===== src/rtl/ucsbece154b_mem_arbiter.sv =====
// Purpose    : shares one SDRAM-controller read port between the I-cache and D-cache;
//              one requester owns the port for a full BURST_WORDS-word read burst.
// Latency    : request sampled in IDLE -> MemReadRequest/MemReadAddress/Grant 1 cycle later;
//              return strobes are steered combinationally to the owner in the same cycle.
// Backpressure: none toward SDRAM; the losing requester simply holds its request level
//              until the owner's burst and the following DONE cycle have completed.
//
// Ports:
//   Clk, Reset                      clock, asynchronous active-high reset
//   IReadAddress/IReadRequest       I-side burst start address / request level
//   IDataIn/IDataReady              I-side return data (=MemDataIn) / word strobe
//   DReadAddress/DReadRequest       D-side burst start address / request level
//   DDataIn/DDataReady              D-side return data (=MemDataIn) / word strobe
//   MemReadAddress/MemReadRequest   registered address/request to the SDRAM controller
//   MemDataIn/MemDataReady          SDRAM return data / word strobe
//   Grant                           {D,I} one-hot owner, 2'b00 when no burst is active
//
// Build option: define ARB_ROUND_ROBIN_EN to alternate ties between I and D
// (first tie after reset goes to I); otherwise D always wins a tie.
module ucsbece154b_mem_arbiter #(
  parameter int BURST_WORDS = 4,
  parameter int WORD_SIZE   = 32
) (
  input  logic                 Clk,
  input  logic                 Reset,
  input  logic [31:0]          IReadAddress,
  input  logic                 IReadRequest,
  output logic [WORD_SIZE-1:0] IDataIn,
  output logic                 IDataReady,
  input  logic [31:0]          DReadAddress,
  input  logic                 DReadRequest,
  output logic [WORD_SIZE-1:0] DDataIn,
  output logic                 DDataReady,
  output logic [31:0]          MemReadAddress,
  output logic                 MemReadRequest,
  input  logic [WORD_SIZE-1:0] MemDataIn,
  input  logic                 MemDataReady,
  output logic [1:0]           Grant
);

  localparam int              CNT_W    = $clog2(BURST_WORDS);
  localparam logic [CNT_W-1:0] CNT_LAST = CNT_W'(BURST_WORDS - 1);
  localparam logic            OWN_I    = 1'b0;
  localparam logic            OWN_D    = 1'b1;

  typedef enum logic [1:0] {IDLE = 2'd0, BUSY = 2'd1, DONE = 2'd2} state_t;

  state_t             state_q, state_d;
  logic               owner_q, owner_d;
  logic [CNT_W-1:0]   cnt_q, cnt_d;
  logic               mem_req_q, mem_req_d;
  logic [31:0]        mem_addr_q, mem_addr_d;
  logic [1:0]         grant_q, grant_d;
`ifdef ARB_ROUND_ROBIN_EN
  logic               last_owner_q, last_owner_d;
`endif

  logic any_req;
  logic pick;         // side that wins if IDLE samples a request this cycle
  logic burst_strobe; // a return word that belongs to the active burst
  logic last_word;

  assign any_req      = IReadRequest | DReadRequest;
  assign burst_strobe = (state_q == BUSY) & MemDataReady;
  assign last_word    = burst_strobe & (cnt_q == CNT_LAST);

  always_comb begin
`ifdef ARB_ROUND_ROBIN_EN
    // On a tie, serve the side that did not own the previous burst.
    if (IReadRequest && DReadRequest) pick = ~last_owner_q;
    else                              pick = DReadRequest;
`else
    // Fixed priority: D wins whenever it is requesting.
    pick = DReadRequest;
`endif
  end

  // State register
  always_ff @(posedge Clk or posedge Reset) begin
    if (Reset) begin
      state_q      <= IDLE;
      owner_q      <= OWN_I;
      cnt_q        <= '0;
      mem_req_q    <= 1'b0;
      mem_addr_q   <= '0;
      grant_q      <= 2'b00;
`ifdef ARB_ROUND_ROBIN_EN
      last_owner_q <= OWN_D;
`endif
    end else begin
      state_q      <= state_d;
      owner_q      <= owner_d;
      cnt_q        <= cnt_d;
      mem_req_q    <= mem_req_d;
      mem_addr_q   <= mem_addr_d;
      grant_q      <= grant_d;
`ifdef ARB_ROUND_ROBIN_EN
      last_owner_q <= last_owner_d;
`endif
    end
  end

  // Next-state logic
  always_comb begin
    state_d = state_q;
    case (state_q)
      IDLE:    if (any_req)   state_d = BUSY;
      BUSY:    if (last_word) state_d = DONE;
      DONE:                   state_d = IDLE;  // dead cycle lets the finisher drop its request
      default:                state_d = IDLE;
    endcase
  end

  // Output / datapath logic
  always_comb begin
    owner_d    = owner_q;
    cnt_d      = cnt_q;
    mem_req_d  = mem_req_q;
    mem_addr_d = mem_addr_q;
    grant_d    = grant_q;
`ifdef ARB_ROUND_ROBIN_EN
    last_owner_d = last_owner_q;
`endif

    if ((state_q == IDLE) && any_req) begin
      owner_d    = pick;
      mem_addr_d = (pick == OWN_D) ? DReadAddress : IReadAddress;
      mem_req_d  = 1'b1;
      grant_d    = (pick == OWN_D) ? 2'b10 : 2'b01;
    end

    // Strobes outside BUSY never reach here, so the count only moves mid-burst.
    if (burst_strobe) begin
      cnt_d = cnt_q + CNT_W'(1);
      if (last_word) begin
        cnt_d     = '0;
        mem_req_d = 1'b0;
        grant_d   = 2'b00;
`ifdef ARB_ROUND_ROBIN_EN
        last_owner_d = owner_q;
`endif
      end
    end

    IDataReady = burst_strobe & (owner_q == OWN_I);
    DDataReady = burst_strobe & (owner_q == OWN_D);
  end

  assign IDataIn        = MemDataIn;
  assign DDataIn        = MemDataIn;
  assign MemReadAddress = mem_addr_q;
  assign MemReadRequest = mem_req_q;
  assign Grant          = grant_q;

endmodule

===== config.mk =====
export PLATFORM = sky130hd
export DESIGN_NAME = ucsbece154b_mem_arbiter
export DESIGN_NICKNAME = d
export VERILOG_FILES = /design/src/rtl/ucsbece154b_mem_arbiter.sv
export SDC_FILE = /design/constraint.sdc
export NUM_CORES = 1
export LEC_CHECK = 0
export ABC_AREA = 1
export BUFFER_PORTS_ARGS = -buffer_cell sky130_fd_sc_hd__buf_2
export CORE_AREA = 2 2 91 71
export CTS_CLUSTER_SIZE = 24
export DETAILED_ROUTE_END_ITERATION = 10
export DIE_AREA = 0 0 93 73
export PLACE_DENSITY = 0.89
export SETUP_SLACK_MARGIN = 0.15
export SYNTH_ARGS = -nofsm -noshare
export SYNTH_HDL_FRONTEND = slang
export SYNTH_SLANG_ARGS = --single-unit
export TNS_END_PERCENT = 20

===== constraint.sdc =====
create_clock -name Clk -period 1.85 [get_ports Clk]
set_clock_uncertainty 0.05 [all_clocks]
set_input_delay 0.0925 -clock Clk [delete_from_list [all_inputs] [get_ports Clk]]
set_output_delay 0.0925 -clock Clk [all_outputs]
set_load 0.005 [all_outputs]

==> Word-level counts from Yosys, hierarchy flattened <==
Cells that the tools add are included.
W data, S select, Z words.
{ "op_classes": {"addsub": 1, "n_eq_ne": 4, "n_mux": 12, "n_bitwise": 6, "n_reduce_logical": 3} }
{ "ops": {"columns": ["operator", "count"], "rows": [
  ["$mux W32", 1],
  ["$mux W2", 7],
  ["$and A1 B1 Y1", 4],
  ["$ne A2 B2 Y1 const B", 2],
  ["$pmux W2 S2", 1],
  ["$mux W1", 3],
  ["$add A2 B1 Y2 const B", 1],
  ["$eq A2 B1 Y1 const B", 1],
  ["$eq A2 B2 Y1 const B", 1],
  ["$logic_not A2 Y1", 1],
  ["$reduce_and A2 Y1", 1],
  ["$logic_and A1 B1 Y1", 1],
  ["$not A1 Y1", 1],
  ["$or A1 B1 Y1", 1]
]} }
{ "totals": {"ff_bits": 40, "inputBits": 101, "out_inout_bits": 101, "wordCells": 32} }

==> Longest topological paths before layout <==
{ "logic_depth": {"ltp_word": 5, "mapped_depth": 8, "ltp_nobuf": 6} }

==> Worst setup path before layout <==
No wires, ideal clock.
{ "synth_timing": {"path_type": "reg2reg", "start": "reg state_q[0]", "end": "reg mem_addr_q[0] (netlist: MemReadAddress[0])", "t_arrival_ns": 0.909, "t_required_ns": 1.684, "slack_ns": 0.775, "path_stages_with_launch": 6, "path_buffers": 1, "period_less_slack_ns": 1.075, "path_cell_list": "dfrtp_1 -> nor2_4 -> nand2_8 -> buf_4 -> nand2_1 -> nand2_1"} }
{ "synth_between": {"elab_chain_cells": 2} }
{ "synth_rtl": {"columns": ["element", "line", "text"], "rows": [
  ["start, declared", "48", "state_t state_q, state_d;"],
  ["start signal, assigned", "91", "state_q <= state_d;"],
  ["$logic_not A2 Y1", "125", "if ((state_q == IDLE) && any_req) begin"],
  ["$logic_and A1 B1 Y1", "125", null],
  ["end signal, assigned", "95", "mem_addr_q <= mem_addr_d;"],
  ["end, declared", "52", "logic [31:0] mem_addr_q, mem_addr_d;"]
]} }
No other way between the ends.
A chain may end at the register's enable or synchronous reset.

==> Worst setup path in the final report <==
{ "layout_timing": {"start": "reg state_q[0]", "end": "reg owner_q"} }
{ "layout_between": {"elab_chain_cells": 2} }
{ "layout_rtl": {"columns": ["element", "line", "text"], "rows": [
  ["$logic_not A2 Y1", "125", null],
  ["$logic_and A1 B1 Y1", "125", null],
  ["end signal, assigned", "92", "owner_q <= owner_d;"],
  ["end, declared", "49", "logic owner_q, owner_d;"]
]} }
No other way between the ends.

==> impl_metrics.toml <==
[finish]
diodes = 0
instances_no_fill = 465
final_nets = 485
drive_gt1_frac = 0.315
syn2layout_area_growth_pct = 6.93
post-route-util = 0.444

[route]
num_vias = 2028
via_per_inst = 4.36
drtIter0Drc = 46
ant_nets = 0
dr.pass1.iters = 6
drt_drc_violations_left = 0
wl_per_cell_um = 10.9
wl_um = 5060

[cts]
worstSkewPairLatency_ns = 0.28
clock_sinks = 40
htreeDepth = 2
ctsHoldBuffers = 1
cts_inserted_buffers = 5
post-cts-setup-buffers = 0
cts_tree = "built"
clk_pin_slew_ns = 0.08
cts_resized = 0
clockBufferDepth = 2
root_buffer = "clkbuf_8"

[logic_synthesis]
synth.ff_latch_count = 40
synth_nets = 446
synth_top_area_share = 0.402
synth_top_flop_cell = "dfrtp_1"
ys_top_cells_by_area = "dfrtp_1 (40%), nand2_1 (30%), buf_4 (21%)"
synth_cells = 344
synth_top_cells_by_count = "nand2_1 (200), buf_4 (70), dfrtp_1 (40), inv_1 (9), buf_2 (4)"
synth_seq_area_share = 0.402
syn-cell-area_mm2 = 0.00249
ys_types = 17
syn_area_per_cell_um2 = 7.25
yosysTopAreaCell = "dfrtp_1"
ys_warn_count = 0
synth.most_common_cell = "nand2_1"
synthArstFlopShare = 1.00
synth_enable_flop_cells = 0

[critical_path]
r2r_slack_ns = 0.43
crit_type = "flip-flop to flip-flop"
path_cells = "nor2_4 -> nand2_8 -> inv_4 -> o21ai_0"
cpPeakStageDelay_ns = 0.43
end_kind = "flip-flop"
r2r_cells = 4
cp.depth = 4
worstSetupStartpointType = "flip-flop"
critPathBufInv = 1
crit_family = "flip-flops"
path_max_fanout = 37
worst-endpoint-arrival_ns = 1.53
crit_slowest_cell = "dfrtp_1"
crit_required_ns = 1.95

[power]
clock_power_share = 0.171
ir_worst_vdd_mv = 0.498
p_comb_frac = 0.385
p_int_mw = 2.15
seqPwrFrac = 0.444
swShare = 0.368
p_sw_mw = 1.25
power.density_mw_per_mm2 = 1280
power.leakage_nw = 1.68

[global_route]
grt_max_degree = 38
grt_remaining_overflow = 0
grt_pass1_vias = 1934
grt_usage = 0.159
grt_pass1_wl_um = 8560
antenna_found_initial = 0

[sta]
drv_slew = 0
slew_headroom = 0.746
period_needed_ns = 1.42
fmax_mhz = 702
min_period_over_period = 0.770
rsz0062_at_grt = "no"
worst_pin_slew_ns = 0.379
hold_viol = 0
finalSetupViolations = 0
final.setup.tns_ns = 0

[place]
dp_hpwl_um = 3790
gp_congestion = 0.696
port_buffers = 105
placedCellCount = 456

[floorplan]
dieArea_mm2 = 0.00679
die_h_um = 73
io_pins = 202
core_area_mm2 = 0.00601
initial_utilization = 0.415
die_w_um = 93
num_rows = 25

[status]
status = "finished clean"

[flow_run]
maxCapViolations = 0

[worst_hold_path]
hold_depth = 5
worstHoldPathType = "primary input to flip-flop"
-- metrics by stage --
| step | setup slack (ns) | power (mW) | instance area (um2) | hold WS (ns) |
|---|---|---|---|---|
| detailed placement | 0.411 | 2.86 | 2560 | -0.0131 |
| finish | 0.426 | 3.40 | 2670 | 0.0416 |
| floorplan | 0.775 | 2.43 | 2490 | 0.200 |
| global route | 0.298 | 3.73 | 2670 | 0.0382 |
| global placement | 0.483 | 2.79 | 2560 | -0.0145 |
| CTS | 0.406 | 3.46 | 2670 | 0.0302 |
-- worst register-to-register path, stage by stage (launching register included) --
cell	delay, ns
dfrtp_1	0.43
nor2_4	0.18
nand2_8	0.18
inv_4	0.31
o21ai_0	0.14
-- cells in the final DEF (no fill, tap or decap), drive strengths merged --
cell / n
inv: 10
nand4: 1
nor2: 4
dlygate4sd3: 1
ha: 1
nand2: 202
clkinv: 3
nand3: 3
o21a: 1
buf: 108
clkbuf: 6
a21oi: 2
dfrtp: 40
o21ai: 2
-- cell type report --
type	count	area, um2
clock buffers	6	82.6
clock inverters	2	10.0
fillers	647	3340
inverters	11	46.3
multi-input cells	216	866
flip-flops and latches	40	1000
well taps	81	101
repair buffers	109	558
-- flip-flops by register name (all words and copies together), names as in the netlist --
name	flops
Grant	2
cnt_q	2
MemReadRequest	1
state_q	2
MemReadAddress	32
owner_q	1
-- cells by family (layout without fill, tap and decap cells) --
logic type | count (synthesis) | after routing | share of synthesized area
DFF | 40 | 40 | 0.402
buffers and inverters | 88 | 128 | 0.251
AOI/OAI and AO/OA | 5 | 5 | 0.0110
adders and majority gates | 1 | 1 | 0.00502
and+or+nand+nor | 210 | 210 | 0.331
-- metal layers --
metal | routed length (um) | vias to the layer above | GRT usage
met4 | 36 | 0 | 0.0425
met3 | 572 | 7 | 0.0754
met1 | 2170 | 874 | 0.194
li1 | - | 1035 | -
met5 | 0 | - | 0
met2 | 2280 | 112 | 0.254
-- power by group through the flow --
stage          sequential, mW  clock, mW  combinational (mW)
3_3_place_gp             1.51          0                1.27
2_1_floorplan            1.53          0               0.906
6_report                 1.51      0.581                1.31
5_1_grt                  1.56      0.642                1.53
4_1_cts                  1.51      0.609                1.34
3_5_place_dp             1.51          0                1.35
-- path summary, 6_finish.rpt --
check                             startpoint                 end
max in group asynchronous              Reset   MemReadAddress[6]
setup / recovery                  state_q[0]             owner_q
setup reg to reg                  state_q[0]             owner_q
hold reg to reg            MemReadAddress[7]   MemReadAddress[7]
hold / removal              IReadAddress[24]  MemReadAddress[24]
min in group asynchronous              Reset  MemReadAddress[14]
Power figures use the tool's default switching activity.
